File: src/rtl/if_fetch_unit.sv
// Instruction-fetch stage and IF/ID pipeline register: PC, redirect, stall and HLT handshake.
// Optional valid-fetch counter enabled by defining IF_FETCH_COUNT_EN.
module if_fetch_unit #(
    parameter logic [15:0] RESET_PC   = 16'h0000,
    parameter logic [3:0]  HLT_OPCODE = 4'hF
) (
    input  logic        clk,
    input  logic        rst,
    input  logic        hazard,
    input  logic        redirect_valid,
    input  logic [15:0] redirect_target,
    input  logic        PC_update,
    output logic [15:0] imem_addr,
    input  logic [15:0] imem_data,
    output logic        if_id_valid,
    output logic [3:0]  cntrl_opcode,
    output logic [2:0]  branch_cond,
    output logic [3:0]  load_save_reg,
    output logic [3:0]  reg_rs,
    output logic [3:0]  reg_rt_arith,
    output logic [3:0]  arith_imm,
    output logic [7:0]  load_save_imm,
    output logic [11:0] call_target,
    output logic [15:0] PC_out,
    output logic        halted,
    output logic [15:0] fetch_count
);

    typedef enum logic {
        ST_RUN  = 1'b0,
        ST_HALT = 1'b1
    } state_e;

    state_e      state_q, state_d;
    logic [15:0] pc_q, pc_d;
    logic [15:0] instr_q, instr_d;
    logic        valid_q, valid_d;
    logic [15:0] pcp1_q, pcp1_d;

    logic [15:0] pc_plus1;
    logic        is_hlt;

    assign pc_plus1 = pc_q + 16'd1;
    assign is_hlt   = (imem_data[15:12] == HLT_OPCODE);

    // NOTE: sequential state uses non-blocking assignments so every register samples pre-edge values.
    always_ff @(posedge clk or negedge rst) begin
        if (!rst) begin
            state_q <= ST_RUN;
        end else begin
            state_q <= state_d;
        end
    end

    // Redirect beats hazard; hazard freezes the FSM along with the datapath.
    always_comb begin
        state_d = state_q;
        if (redirect_valid) begin
            state_d = ST_RUN;
        end else if (!hazard) begin
            case (state_q)
                ST_RUN:  if (is_hlt)    state_d = ST_HALT;
                ST_HALT: if (PC_update) state_d = ST_RUN;
                default: state_d = ST_RUN;
            endcase
        end
    end

    always_comb begin
        halted = (state_q == ST_HALT);
    end

    // NOTE: every next-state signal gets a hold default first, so no path infers a latch.
    always_comb begin
        pc_d    = pc_q;
        instr_d = instr_q;
        valid_d = valid_q;
        pcp1_d  = pcp1_q;
        if (redirect_valid) begin
            pc_d    = redirect_target;
            instr_d = 16'h0000;
            valid_d = 1'b0;
        end else if (!hazard) begin
            case (state_q)
                ST_RUN: begin
                    instr_d = imem_data;
                    valid_d = 1'b1;
                    pcp1_d  = pc_plus1;
                    if (!is_hlt) pc_d = pc_plus1;
                end
                ST_HALT: begin
                    instr_d = 16'h0000;
                    valid_d = 1'b0;
                    if (PC_update) pc_d = pc_plus1;
                end
                default: ;
            endcase
        end
    end

    always_ff @(posedge clk or negedge rst) begin
        if (!rst) begin
            pc_q    <= RESET_PC;
            instr_q <= 16'h0000;
            valid_q <= 1'b0;
            pcp1_q  <= 16'h0000;
        end else begin
            pc_q    <= pc_d;
            instr_q <= instr_d;
            valid_q <= valid_d;
            pcp1_q  <= pcp1_d;
        end
    end

`ifdef IF_FETCH_COUNT_EN
    logic        fetch_load;
    logic [15:0] fetch_count_q;

    assign fetch_load = !redirect_valid && !hazard && (state_q == ST_RUN);

    always_ff @(posedge clk or negedge rst) begin
        if (!rst) begin
            fetch_count_q <= 16'h0000;
        end else if (fetch_load && (fetch_count_q != 16'hFFFF)) begin
            fetch_count_q <= fetch_count_q + 16'd1;
        end
    end

    assign fetch_count = fetch_count_q;
`else
    assign fetch_count = 16'h0000;
`endif

    assign imem_addr     = pc_q;
    assign if_id_valid   = valid_q;
    assign PC_out        = pcp1_q;
    assign cntrl_opcode  = instr_q[15:12];
    assign branch_cond   = instr_q[10:8];
    assign load_save_reg = instr_q[11:8];
    assign reg_rs        = instr_q[7:4];
    assign reg_rt_arith  = instr_q[3:0];
    assign arith_imm     = instr_q[3:0];
    assign load_save_imm = instr_q[7:0];
    assign call_target   = instr_q[11:0];

endmodule

File: config.mk
export PLATFORM = sky130hd
export DESIGN_NAME = if_fetch_unit
export DESIGN_NICKNAME = d
export VERILOG_FILES = /design/src/rtl/if_fetch_unit.sv
export SDC_FILE = /design/constraint.sdc
export NUM_CORES = 1
export LEC_CHECK = 0
export ABC_CLOCK_PERIOD_IN_PS = 3700
export BUFFER_PORTS_ARGS = -buffer_cell sky130_fd_sc_hd__buf_2
export CORE_MARGIN = 8
export CORE_UTILIZATION = 50
export CTS_CLUSTER_SIZE = 12
export DETAILED_ROUTE_END_ITERATION = 12
export PLACE_DENSITY = 0.95
export SLEW_MARGIN = 30
export SYNTH_ARGS = -nofsm -noshare
export SYNTH_HDL_FRONTEND = slang
export SYNTH_SLANG_ARGS = --single-unit
export TNS_END_PERCENT = 10
File: constraint.sdc
create_clock -name clk -period 3.7 [get_ports clk]
set_input_delay 0.37 -clock clk [delete_from_list [all_inputs] [get_ports clk]]
set_output_delay 0.37 -clock clk [all_outputs]
set_load 0.02 [all_outputs]
==> impl_metrics.py <==
metrics = {
    "sta": {
        "max_freq_mhz": 465.2,
        "fin_skew_ns": 0.005638,
        "final-hold-violation-count": 0,
        "slew_viol_final": 0,
        "finalCritPeriodShare_pct": 58.10,
        "min_period_ns": 2.150,
        "maxSlewHeadroom_pct": 45.77,
        "rsz0062_at_grt": "false",
        "max_slew.worst_pin.slew_ns": 0.8135,
        "setup_tns_ns": 0,
        "setup-violations-final": 0,
    },
    "clock_tree": {
        "clk_latency_ns": 0.31,
        "postCtsSetupBuffers": 0,
        "tritoncts.num_buffers": 5,
        "cts.sinks": 50,
        "postCtsHoldBufs": 0,
        "cts_resized": 0,
        "cts_root_buf": "clkbuf_8",
        "htree_num_levels": 2,
        "clockBufferDepth": 2,
        "clk_pin_slew_worst_paths_ns": 0.09,
        "cts_tree": "yes",
    },
    "flow_run": {
        "maxCapViolCount": 0,
    },
    "logic_synthesis": {
        "synth-simple-area-share_pct": 16.88,
        "synth_fa_ha_area_share_pct": 0.4688,
        "synthTopCellsByArea": "dfrtp_1 (47%), buf_4 (12%), nand2_1 (5.3%)",
        "synth_xor_area_share_pct": 4.923,
        "synth_edf_count": 0,
        "syn-cell-area_um2": 2669,
        "yosysTopAreaCellShare_pct": 46.88,
        "yosys-mux-area-fraction_pct": 0.3751,
        "synth_cells": 275,
        "synthDistinctLibCells": 39,
        "yosysSeqAreaShare_pct": 46.88,
        "synth_area_per_cell_um2": 9.705,
        "synth_compound_area_share_pct": 14.81,
        "ys_warn_count": 0,
        "ys.flop_type": "dfrtp_1",
        "ys_ff_latch": 50,
        "yosysTopAreaCell": "dfrtp_1",
        "synth_top_family_by_area": "simple AND/OR/NAND/NOR gates",
        "synthArstFlopShare_pct": 100.0,
    },
    "cells_and_area": {
        "n_fill_cell": 466,
        "n_antenna_cell": 0,
        "final_layout_size_suffix_gt1_share_pct": 36.24,
        "syn2layout_area_growth_pct": 16.17,
        "layout.nets": 393,
        "fin_util_pct": 60.32,
    },
    "global_route": {
        "grt_overflow": 0,
        "use_met3_pct": 5.055,
        "grt_pass1_vias": 2136,
        "grt_use_total_pct": 17.07,
        "grt_most_used_layer": "met2",
        "antenna_found_initial": 0,
        "grt_pass1_wl_um": 10530,
        "gr-usage-met2_pct": 26.48,
        "gr-usage-met1_pct": 21.36,
        "grt_max_degree": 51,
    },
    "worst_setup_path": {
        "crit_path_max_incr_delay_ns": 0.68,
        "cp-end-kind": "flip-flop",
        "crit_top_cell": "or4_1",
        "required_ns": 3.93,
        "slowest_stage": "or4_1",
        "cp_cell_sequence": "nand4_2 > or4_1 > or4_1 > a31oi_1",
        "arrival_ns": 2.38,
        "start_kind": "flip-flop",
        "ff2ff_path_depth": 4,
        "critPathMaxFanout": 8,
        "path_class": "reg2reg",
    },
    "routing": {
        "wl_um": 6888,
        "firstDrtPassIters": 4,
        "wire_per_inst_um": 16.17,
        "ant_nets": 0,
        "vias": 2267,
        "vias_per_cell": 5.322,
        "drc": 0,
        "dr.first_iter.drc_count": 196,
    },
    "floorplanning": {
        "initial_core_util_pct": 51.92,
        "num_io_pins": 130,
        "dieArea_um2": 7932,
        "core_region_area_um2": 5140,
        "rows": 26,
        "die_h_um": 89.06,
        "die_w_um": 89.06,
    },
    "min_path": {
        "min_path_type": "in2async",
    },
    "place": {
        "hpwl_um": 5322,
        "place_congestion": 0.8854,
        "port_buffers": 113,
    },
    "run_status": {
        "status": "complete, no violations",
    },
    "power": {
        "peakVddDrop_uv": 171.4,
        "power.density_nw_per_um2": 436.8,
        "p_leak_nw": 1.615,
    },
}
==> worst max-delay path: cells and delay by family (launching register included) <==
kind	cells	cell delay, ns
and+or+nand+nor	3	1.40
DFF	1	0.49
AOI/OAI and AO/OA	1	0.18
==> per-layer routing <==
layer / vias to the layer above / share of wire (%)
met5: - / 0
met4: 0 / 3.1
met3: 21 / 11
met2: 115 / 47
met1: 1055 / 39
li1: 1076 / -
==> layout make-up <==
cell class	instances	area [um^2]	share of cell area (%)
clock buffers	6	82.58	2.663
clock inverters	2	12.51	0.4036
inverters	5	18.77	0.6053
multi-input cells	178	1067	34.42
flip-flops and latches	50	1251	40.36
well taps	70	87.58	2.825
repair buffers	115	580.6	18.72
==> state kept, by name, summed over array words and instances, names as in the netlist <==
name,count
imem_addr,16
halted,1
if_id_valid,1
instr_q,16
PC_out,16
==> cells in the mapped netlist (2+ instances only) <==
master,n
nand3b_1,2
xor2_1,6
nor3_1,4
nand2_1,38
nand4_1,7
inv_1,4
nor4_1,2
clkbuf_1,10
o31ai_1,2
or4_1,8
o211ai_1,7
nor2_1,6
or3_1,3
dfrtp_1,50
a211o_1,4
a22o_1,16
xnor2_1,9
nand3_1,13
a31oi_1,4
o21ai_0,19
buf_4,43
==> per-stage QoR <==
| step | setup WS [ns] | cells | power (W) | hold WS [ns] | area [um^2] |
|---|---|---|---|---|---|
| after global routing | 1.456 | 426 | 0.001423 | 0.1136 | 3100 |
| after floorplan | 1.633 | 290 | 0.0009261 | 0.07441 | 2725 |
| after detailed placement | 1.531 | 417 | 0.001038 | 0.4259 | 3000 |
| after CTS | 1.564 | 425 | 0.001362 | 0.09294 | 3095 |
| after global placement | 1.570 | 417 | 0.001025 | 0.4578 | 2995 |
| final | 1.550 | 426 | 0.001354 | 0.06479 | 3100 |
==> final timing paths <==
path	startpoint	end	slack (ns)
worst max register to register	imem_addr[2]	imem_addr[15]	1.55
max in group asynchronous	rst	instr_q[10]	3.22
min in group clk	redirect_target[9]	imem_addr[9]	0.26
worst min register to register	PC_out[1]	PC_out[1]	0.48
worst max-delay path	imem_addr[2]	imem_addr[15]	1.55
worst min-delay path	rst	imem_addr[10]	0.06
==> logic make-up after synthesis <==
kind of cell	after synthesis
adders and majority gates	1
AOI/OAI and AO/OA	56
DFF	50
muxes	1
other	1
and+or+nand+nor	89
xor gates and xnor gates	15
buffers and inverters	62
==> power breakdown <==
part,internal (W),switching [W]
registers,0.000607,0.0000610
clock network,0.000150,0.000178
logic,0.000120,0.000238
total,0.000877,0.000477
==> placed cells by master (no fill, tap or decap), types with 3 or more instances in the layout <==
master / netlist / final
inv_1: 4 / 4
clkbuf_8: 1 / 6
nand4_1: 7 / 7
nand3_1: 13 / 13
a22o_1: 16 / 16
xor2_1: 6 / 6
o211ai_1: 7 / 7
nor2_1: 6 / 5
a211o_1: 4 / 4
nor3_1: 4 / 3
buf_2: 1 / 113
xnor2_1: 9 / 9
conb_1: 1 / 16
or3_1: 3 / 3
dfrtp_1: 50 / 50
nand2_1: 38 / 38
a31oi_1: 4 / 4
or4_1: 8 / 8
o21ai_0: 19 / 19
(Power assumes the default switching activity.)
